==> src/rtl/uart_pkg.sv <==
// uart_pkg: state encoding and default line parameters shared by the UART TX and RX paths
package uart_pkg;
  typedef enum logic [2:0] {IDLE, START, DATA, PARITY, STOP} uart_state_t;
  localparam int DEF_CLKS_PER_BIT = 434;
  localparam int DEF_DATA_BITS = 8;
endpackage

==> src/rtl/uart_tx_serializer_if.sv <==
// uart_tx_serializer_if: load handshake and serial output of the TX serializer
// d/ld: word and load strobe from the holder; busy/done/tx: frame status and serial line
interface uart_tx_serializer_if #(parameter int DATA_BITS = 8);
  logic [DATA_BITS-1:0] d;
  logic ld;
  logic busy;
  logic done;
  logic tx;
  modport master (output d, ld, input busy, done, tx);
  modport slave (input d, ld, output busy, done, tx);
endinterface

==> src/rtl/uart_baud_gen.sv <==
// uart_baud_gen: bit-period timer; tick is high on the last clk of each bit period
// clk/clr: clock and async reset; restart: hold counter at 0; tick: bit boundary
module uart_baud_gen
  import uart_pkg::*;
#(parameter int CLKS_PER_BIT = DEF_CLKS_PER_BIT)
(
  input  logic clk,
  input  logic clr,
  input  logic restart,
  output logic tick
);
  localparam int W = $clog2(CLKS_PER_BIT);
  localparam logic [W-1:0] LAST = W'(CLKS_PER_BIT - 1);
  logic [W-1:0] cnt;
  assign tick = cnt == LAST;
  always_ff @(posedge clk or posedge clr)
    if (clr) cnt <= '0;
    else cnt <= (restart || tick) ? '0 : cnt + 1'b1;
endmodule

==> src/rtl/uart_tx_serializer.sv <==
// uart_tx_serializer: serialises a parallel word into a start/data/parity/stop UART frame
// clk/clr: clock and async reset; bus: d/ld load side, busy/done/tx status and line
module uart_tx_serializer
  import uart_pkg::*;
#(
  parameter int CLKS_PER_BIT = DEF_CLKS_PER_BIT,
  parameter int DATA_BITS = DEF_DATA_BITS,
  parameter int PARITY_EN = 0,
  parameter int PARITY_ODD = 0,
  parameter int STOP_BITS = 1
)
(
  input logic clk,
  input logic clr,
  uart_tx_serializer_if.slave bus
);
  localparam int BW = $clog2(DATA_BITS + 1);
  localparam logic [BW-1:0] LAST_BIT = BW'(DATA_BITS - 1);
  localparam logic STOP_LAST = 1'(STOP_BITS - 1);
  uart_state_t state, state_n;
  logic [DATA_BITS-1:0] shreg, shreg_n;
  logic [BW-1:0] bit_cnt, bit_cnt_n;
  logic stop_cnt, stop_cnt_n;
  logic par, par_n;
  logic tx, tx_n;
  logic done;
  logic tick;
  uart_baud_gen #(.CLKS_PER_BIT(CLKS_PER_BIT)) u_baud (
    .clk(clk),
    .clr(clr),
    .restart(state == IDLE),
    .tick(tick)
  );
  always_ff @(posedge clk or posedge clr)
    if (clr) begin
      state <= IDLE;
      shreg <= '0;
      bit_cnt <= '0;
      stop_cnt <= 1'b0;
      par <= 1'b0;
      tx <= 1'b1;
    end else begin
      state <= state_n;
      shreg <= shreg_n;
      bit_cnt <= bit_cnt_n;
      stop_cnt <= stop_cnt_n;
      par <= par_n;
      tx <= tx_n;
    end
  // tx_n is the line level for the next bit, so tx leaves a flop with no output logic
  always_comb begin
    state_n = state;
    shreg_n = shreg;
    bit_cnt_n = bit_cnt;
    stop_cnt_n = stop_cnt;
    par_n = par;
    tx_n = tx;
    done = 1'b0;
    case (state)
      IDLE: if (bus.ld) begin
        state_n = START;
        shreg_n = bus.d;
        par_n = ^bus.d ^ 1'(PARITY_ODD);
        tx_n = 1'b0;
      end
      START: if (tick) begin
        state_n = DATA;
        bit_cnt_n = '0;
        tx_n = shreg[0];
      end
      DATA: if (tick) begin
        shreg_n = shreg >> 1;
        if (bit_cnt == LAST_BIT) begin
          state_n = (PARITY_EN != 0) ? PARITY : STOP;
          bit_cnt_n = '0;
          stop_cnt_n = 1'b0;
          tx_n = (PARITY_EN != 0) ? par : 1'b1;
        end else begin
          bit_cnt_n = bit_cnt + 1'b1;
          tx_n = shreg[1];
        end
      end
      PARITY: if (tick) begin
        state_n = STOP;
        stop_cnt_n = 1'b0;
        tx_n = 1'b1;
      end
      STOP: if (tick) begin
        done = stop_cnt == STOP_LAST;
        state_n = done ? IDLE : STOP;
        stop_cnt_n = 1'b1;
        tx_n = 1'b1;
      end
      default: state_n = IDLE;
    endcase
  end
  assign bus.tx = tx;
  assign bus.busy = state != IDLE;
  assign bus.done = done;
endmodule

==> src/flat_wrapper.sv <==
// flat-port wrapper written by rule: the top's interface ports become plain ports
module uart_tx_serializer_flat import uart_pkg::*;
#(
  parameter int CLKS_PER_BIT = DEF_CLKS_PER_BIT,
  parameter int DATA_BITS = DEF_DATA_BITS,
  parameter int PARITY_EN = 0,
  parameter int PARITY_ODD = 0,
  parameter int STOP_BITS = 1
)
  (clk, clr, bus_d, bus_ld, bus_busy, bus_done, bus_tx);
  uart_tx_serializer_if #(.DATA_BITS(DATA_BITS)) bus_i ();
  input logic clk;
  input logic clr;
  input wire logic [$bits(bus_i.d)-1:0] bus_d;
  input wire logic [$bits(bus_i.ld)-1:0] bus_ld;
  output wire logic [$bits(bus_i.busy)-1:0] bus_busy;
  output wire logic [$bits(bus_i.done)-1:0] bus_done;
  output wire logic [$bits(bus_i.tx)-1:0] bus_tx;
  assign bus_i.d = bus_d;
  assign bus_i.ld = bus_ld;
  assign bus_busy = bus_i.busy;
  assign bus_done = bus_i.done;
  assign bus_tx = bus_i.tx;
  uart_tx_serializer #(.CLKS_PER_BIT(CLKS_PER_BIT), .DATA_BITS(DATA_BITS), .PARITY_EN(PARITY_EN), .PARITY_ODD(PARITY_ODD), .STOP_BITS(STOP_BITS)) u_core (.clk(clk), .clr(clr), .bus(bus_i));
endmodule
==> config.mk <==
export PLATFORM = sky130hd
export DESIGN_NAME = uart_tx_serializer_flat
export DESIGN_NICKNAME = d
export VERILOG_FILES = /design/src/rtl/uart_pkg.sv /design/src/rtl/uart_tx_serializer_if.sv /design/src/rtl/uart_baud_gen.sv /design/src/rtl/uart_tx_serializer.sv /design/src/flat_wrapper.sv
export SDC_FILE = /design/constraint.sdc
export NUM_CORES = 1
export LEC_CHECK = 0
export ABC_AREA = 1
export ABC_CLOCK_PERIOD_IN_PS = 1700
export CORE_UTILIZATION = 50
export CTS_CLUSTER_SIZE = 14
export DETAILED_ROUTE_END_ITERATION = 7
export PLACE_DENSITY = 0.74
export SETUP_SLACK_MARGIN = 0.02
export SLEW_MARGIN = 20
export SYNTH_ARGS = -nofsm -noshare
export SYNTH_HDL_FRONTEND = slang
export SYNTH_HIERARCHICAL = 1
export SYNTH_SLANG_ARGS = --single-unit
==> constraint.sdc <==
create_clock -name clk -period 1.7 [get_ports clk]
set_clock_uncertainty 0.05 [all_clocks]
set_input_delay 0.17 -clock clk [delete_from_list [all_inputs] [get_ports clk]]
set_output_delay 0.17 -clock clk [all_outputs]
set_load 0.01 [all_outputs]
==> results.tsv <==
stage	metric	value	unit
global_route	GRT Residual Overflow	0	
drt	detailed-route vias per instance	5.29	
synthesis	Synthesized Nets	210	
timing	fin crit period	1.72	ns
clocking	cts bufs inserted	3	
final_layout	net total in the final layout	243	
final_layout	area growth from synthesis to layout	29.3	%
synthesis	number of warnings reported in the yosys synthesis log	6	
drt	first-iteration detailed-routing DRC count	40	
setup_path	Crit. End Element	flip-flop	
setup_path	R2R Setup Slk	-0.02	ns
clocking	total number of H-tree levels	1	
placement	Final GP Congestion	0.924	
setup_path	WP data arrival	1.90	ns
floorplan	Die W	56.3	um
global_route	pin count of the biggest net entering global routing	18	
clocking	root buffer cell	sky130_fd_sc_hd__clkbuf_4	
floorplan	starting utilization of the core area	53.0	%
setup_path	largest fanout on the critical path	5	
clocking	Skew-Pair Late Insertion Delay	0.33	ns
global_route	first-pass GRT wire length	5420	um
synthesis	Post-synth EDFFs	0	
clocking	CTS tree	done	
clocking	clock-pin slew of the registers on the worst-case setup and hold paths	0.15	ns
setup_path	endpoint of the worst setup timing path	u_core/state[0]$_DFFE_PP0P_	
synthesis	top post-synthesis cells by count	56 x sky130_fd_sc_hd__nand2_1, 26 x sky130_fd_sc_hd__inv_1, 25 x sky130_fd_sc_hd__dfrtp_1	
synthesis	share of the synthesized area in the top cell type	42.4	%
synthesis	netlist area before placement	1480	um2
timing	Slew Limit Fails	0	
floorplan	Total Die Area	3170	um2
drt	count of unresolved DRC violations after routing	0	
floorplan	floorplan core area	2780	um2
worst_hold_path	path type of the worst min-delay path	in2async	
synthesis	number of standard cells after synthesis	196	
timing	f_max	583	MHz
final_layout	Final Util	68.6	%
placement	number of cells after detailed placement	250	
synthesis	async set-or-reset flop fraction in the synthesized netlist	100	%
synthesis	count of state elements after synthesis	26	
timing	worst slew pin tran	0.370	ns
timing	number of failing setup endpoints in the final timing report	3	
synthesis	post-synth top area cell	sky130_fd_sc_hd__dfrtp_1	
power	Design Power	2040	uW
timing	slew margin rel.	75.3	%
timing	worst path setup slack after routing	-0.0153	ns
final_layout	count of antenna diodes in the layout	0	
power	peak supply drop	0.681	mV
drt	routed wire length	3370	um
setup_path	Worst setup SP type	flip-flop	
setup_path	WS Path Type	reg2reg	
final_layout	Layout Cells excl Fill	259	
floorplan	number of I/O pins	14	
setup_path	crit path launch	u_core/u_baud/cnt[1]$_DFF_PP0_	
setup_path	endpoint required time on the critical path	1.88	ns
setup_path	beginning of the worst register-to-register path	u_core/u_baud/cnt[1]$_DFF_PP0_	
clocking	clock tree sinks	26	
run_status	failing checks	setup timing	
placement	DP Wirelength	2320	um
timing	Fin. Hold Viols	0	
power	Power per Cell Area	1070	nW/um2
floorplan	die height	56.3	um
synthesis	Top FF cell, synth	sky130_fd_sc_hd__dfrtp_1	
final_layout	proportion of layout cells with a drive suffix above 1	28.9	%
drt	total via count in the routed design	1371	
synthesis	post-synthesis cell type count	21	
setup_path	worst reg-to-reg path cell count	13	
clocking	CTS max path bufs	2	
drt	final routed wire length divided by cell count	13.0	um
timing	RSZ-0062 raised after global routing	true	
synthesis	Mean Syn Cell Area	7.53	um2
run_status	status	complete, but fails checks	
drt	first drt pass iteration count	4	
timing	crit share post-route	101	%
global_route	number of global-route vias before repair	1272	
floorplan	floorplan row count	19	
setup_path	endpoint of the worst register-to-register path	u_core/state[0]$_DFFE_PP0P_	
global_route	Tot GR Track Use	21.7	%
timing	minimum hold slack	0.0631	ns
synthesis	count leader, synth	sky130_fd_sc_hd__nand2_1	
global_route	antenna violations before repair	0	
power	LEAKAGE	0.000937	uW
synthesis	ranking of synthesized cells by area	sky130_fd_sc_hd__dfrtp_1 42%, sky130_fd_sc_hd__nand2_1 14%, sky130_fd_sc_hd__inv_1 6.6%, sky130_fd_sc_hd__nand3_1 6.4%, sky130_fd_sc_hd__nor2_1 5.3%	
synthesis	register area share after synthesis	44.2	%
flow_run	count of max-cap constraint violations	0	
placement	count of buffers inserted at the top-level ports	13	
drt	Antenna Nets Post-Route	0	
==> how the worst min path moves through the flow <==
stage | start | to | depth (start not counted) | slack (ns)
2_1_floorplan | clr | u_core/u_baud/cnt[0]$_DFF_PP0_ | 1 | -0.05
3_3_place_gp | u_core/bus.tx$_DFFE_PP1P_ | u_core/bus.tx$_DFFE_PP1P_ | 2 | 0.41
3_5_place_dp | u_core/bus.tx$_DFFE_PP1P_ | u_core/bus.tx$_DFFE_PP1P_ | 2 | 0.42
4_1_cts | clr | u_core/u_baud/cnt[5]$_DFF_PP0_ | 2 | 0.08
5_1_grt | clr | u_core/u_baud/cnt[3]$_DFF_PP0_ | 2 | 0.1
6_report | clr | u_core/u_baud/cnt[1]$_DFF_PP0_ | 2 | 0.06
==> cells in the final DEF, fill, tap and decap left out, types with 2 or more instances in the layout <==
cell type                         instances
sky130_fd_sc_hd__clkdlybuf4s50_1         11
sky130_fd_sc_hd__dfrtp_1                 24
sky130_fd_sc_hd__nand2_1                 45
sky130_fd_sc_hd__nand3_2                  3
sky130_fd_sc_hd__inv_2                    5
sky130_fd_sc_hd__clkbuf_4                 3
sky130_fd_sc_hd__o21ai_0                 12
sky130_fd_sc_hd__o21ai_1                  2
sky130_fd_sc_hd__nor2_4                   4
sky130_fd_sc_hd__buf_4                   16
sky130_fd_sc_hd__nor2_2                   3
sky130_fd_sc_hd__ha_1                     3
sky130_fd_sc_hd__xor2_1                   2
sky130_fd_sc_hd__xnor2_1                  3
sky130_fd_sc_hd__inv_1                   24
sky130_fd_sc_hd__nand3_1                 15
sky130_fd_sc_hd__nand2_2                 16
sky130_fd_sc_hd__o21ai_2                  6
sky130_fd_sc_hd__nor2_1                  18
sky130_fd_sc_hd__nand2_8                  2
==> routing by layer <==
metal | global-route usage, % | up-vias | routed length (um)
li1 | - | 672 | -
met1 | 28.3 | 650 | 1400
met2 | 37.6 | 41 | 1780
met3 | 3.00 | 8 | 135
met4 | 6.97 | 0 | 61
met5 | 0 | - | 0
==> worst max-delay path: stages (launching register included) <==
cell and delay [ns]:
sky130_fd_sc_hd__dfrtp_1 0.41, sky130_fd_sc_hd__inv_1 0.06, sky130_fd_sc_hd__ha_1 0.13, sky130_fd_sc_hd__nand2_1 0.05, sky130_fd_sc_hd__nor2_1 0.09, sky130_fd_sc_hd__nand2_1 0.09
sky130_fd_sc_hd__inv_2 0.08, sky130_fd_sc_hd__buf_4 0.11, sky130_fd_sc_hd__buf_8 0.13, sky130_fd_sc_hd__inv_4 0.06, sky130_fd_sc_hd__nand3_2 0.08, sky130_fd_sc_hd__nand3_2 0.10
sky130_fd_sc_hd__o21bai_1 0.13, sky130_fd_sc_hd__nand2_1 0.07
==> flip-flops by register name, indices dropped and copies added (netlist names) <==
name / cells
u_core/stop_cnt: 1
u_core/state: 3
u_core/bit_cnt: 4
u_core/shreg: 8
u_core/bus.tx: 1
u_core/u_baud/cnt: 9
==> final cells by class <==
cell class	count	area (um2)
Inverter	30	115
Clock buffer	3	22.5
Tap cell	31	38.8
Fill cell	222	875
Sequential cell	26	653
Multi-Input combinational cell	138	788
Timing Repair Buffer	30	259
Clock inverter	1	30.0
==> stage by stage <==
stage / setup TNS [ns] / setup WS, ns / area, um2
CTS: 0 / 0.0122 / 1780
detailed placement: -0.0437 / -0.0437 / 1710
finish: -0.0253 / -0.0153 / 1910
floorplan: 0 / 0.137 / 1480
global route: -0.519 / -0.132 / 1910
global placement: -0.0257 / -0.0257 / 1710
==> repair_timing <==
item	4_1_cts	5_1_grt
cloned	0	0
gates resized for setup	8	30
pin swaps	1	6
endpoints found under the setup margin	3	6
buffers inserted	2	3
hold buffers	0	0
==> cells by family after synthesis <==
kind of cell | Yosys count | share of synthesized area [%]
buffers and inverters | 32 | 9.16
flip-flops | 26 | 44.2
XOR/XNOR | 5 | 2.97
adder cells (fa/ha/maj) | 3 | 2.54
AND/OR/NAND/NOR | 107 | 32.4
AO/OA/AOI/OAI | 23 | 8.74
==> power by group <==
group / total (uW) / switching (uW) / internal, uW
Combinational: 772 / 451 / 321
Clock: 436 / 197 / 239
Sequential: 832 / 72.3 / 760
(Power assumes the default switching activity.)
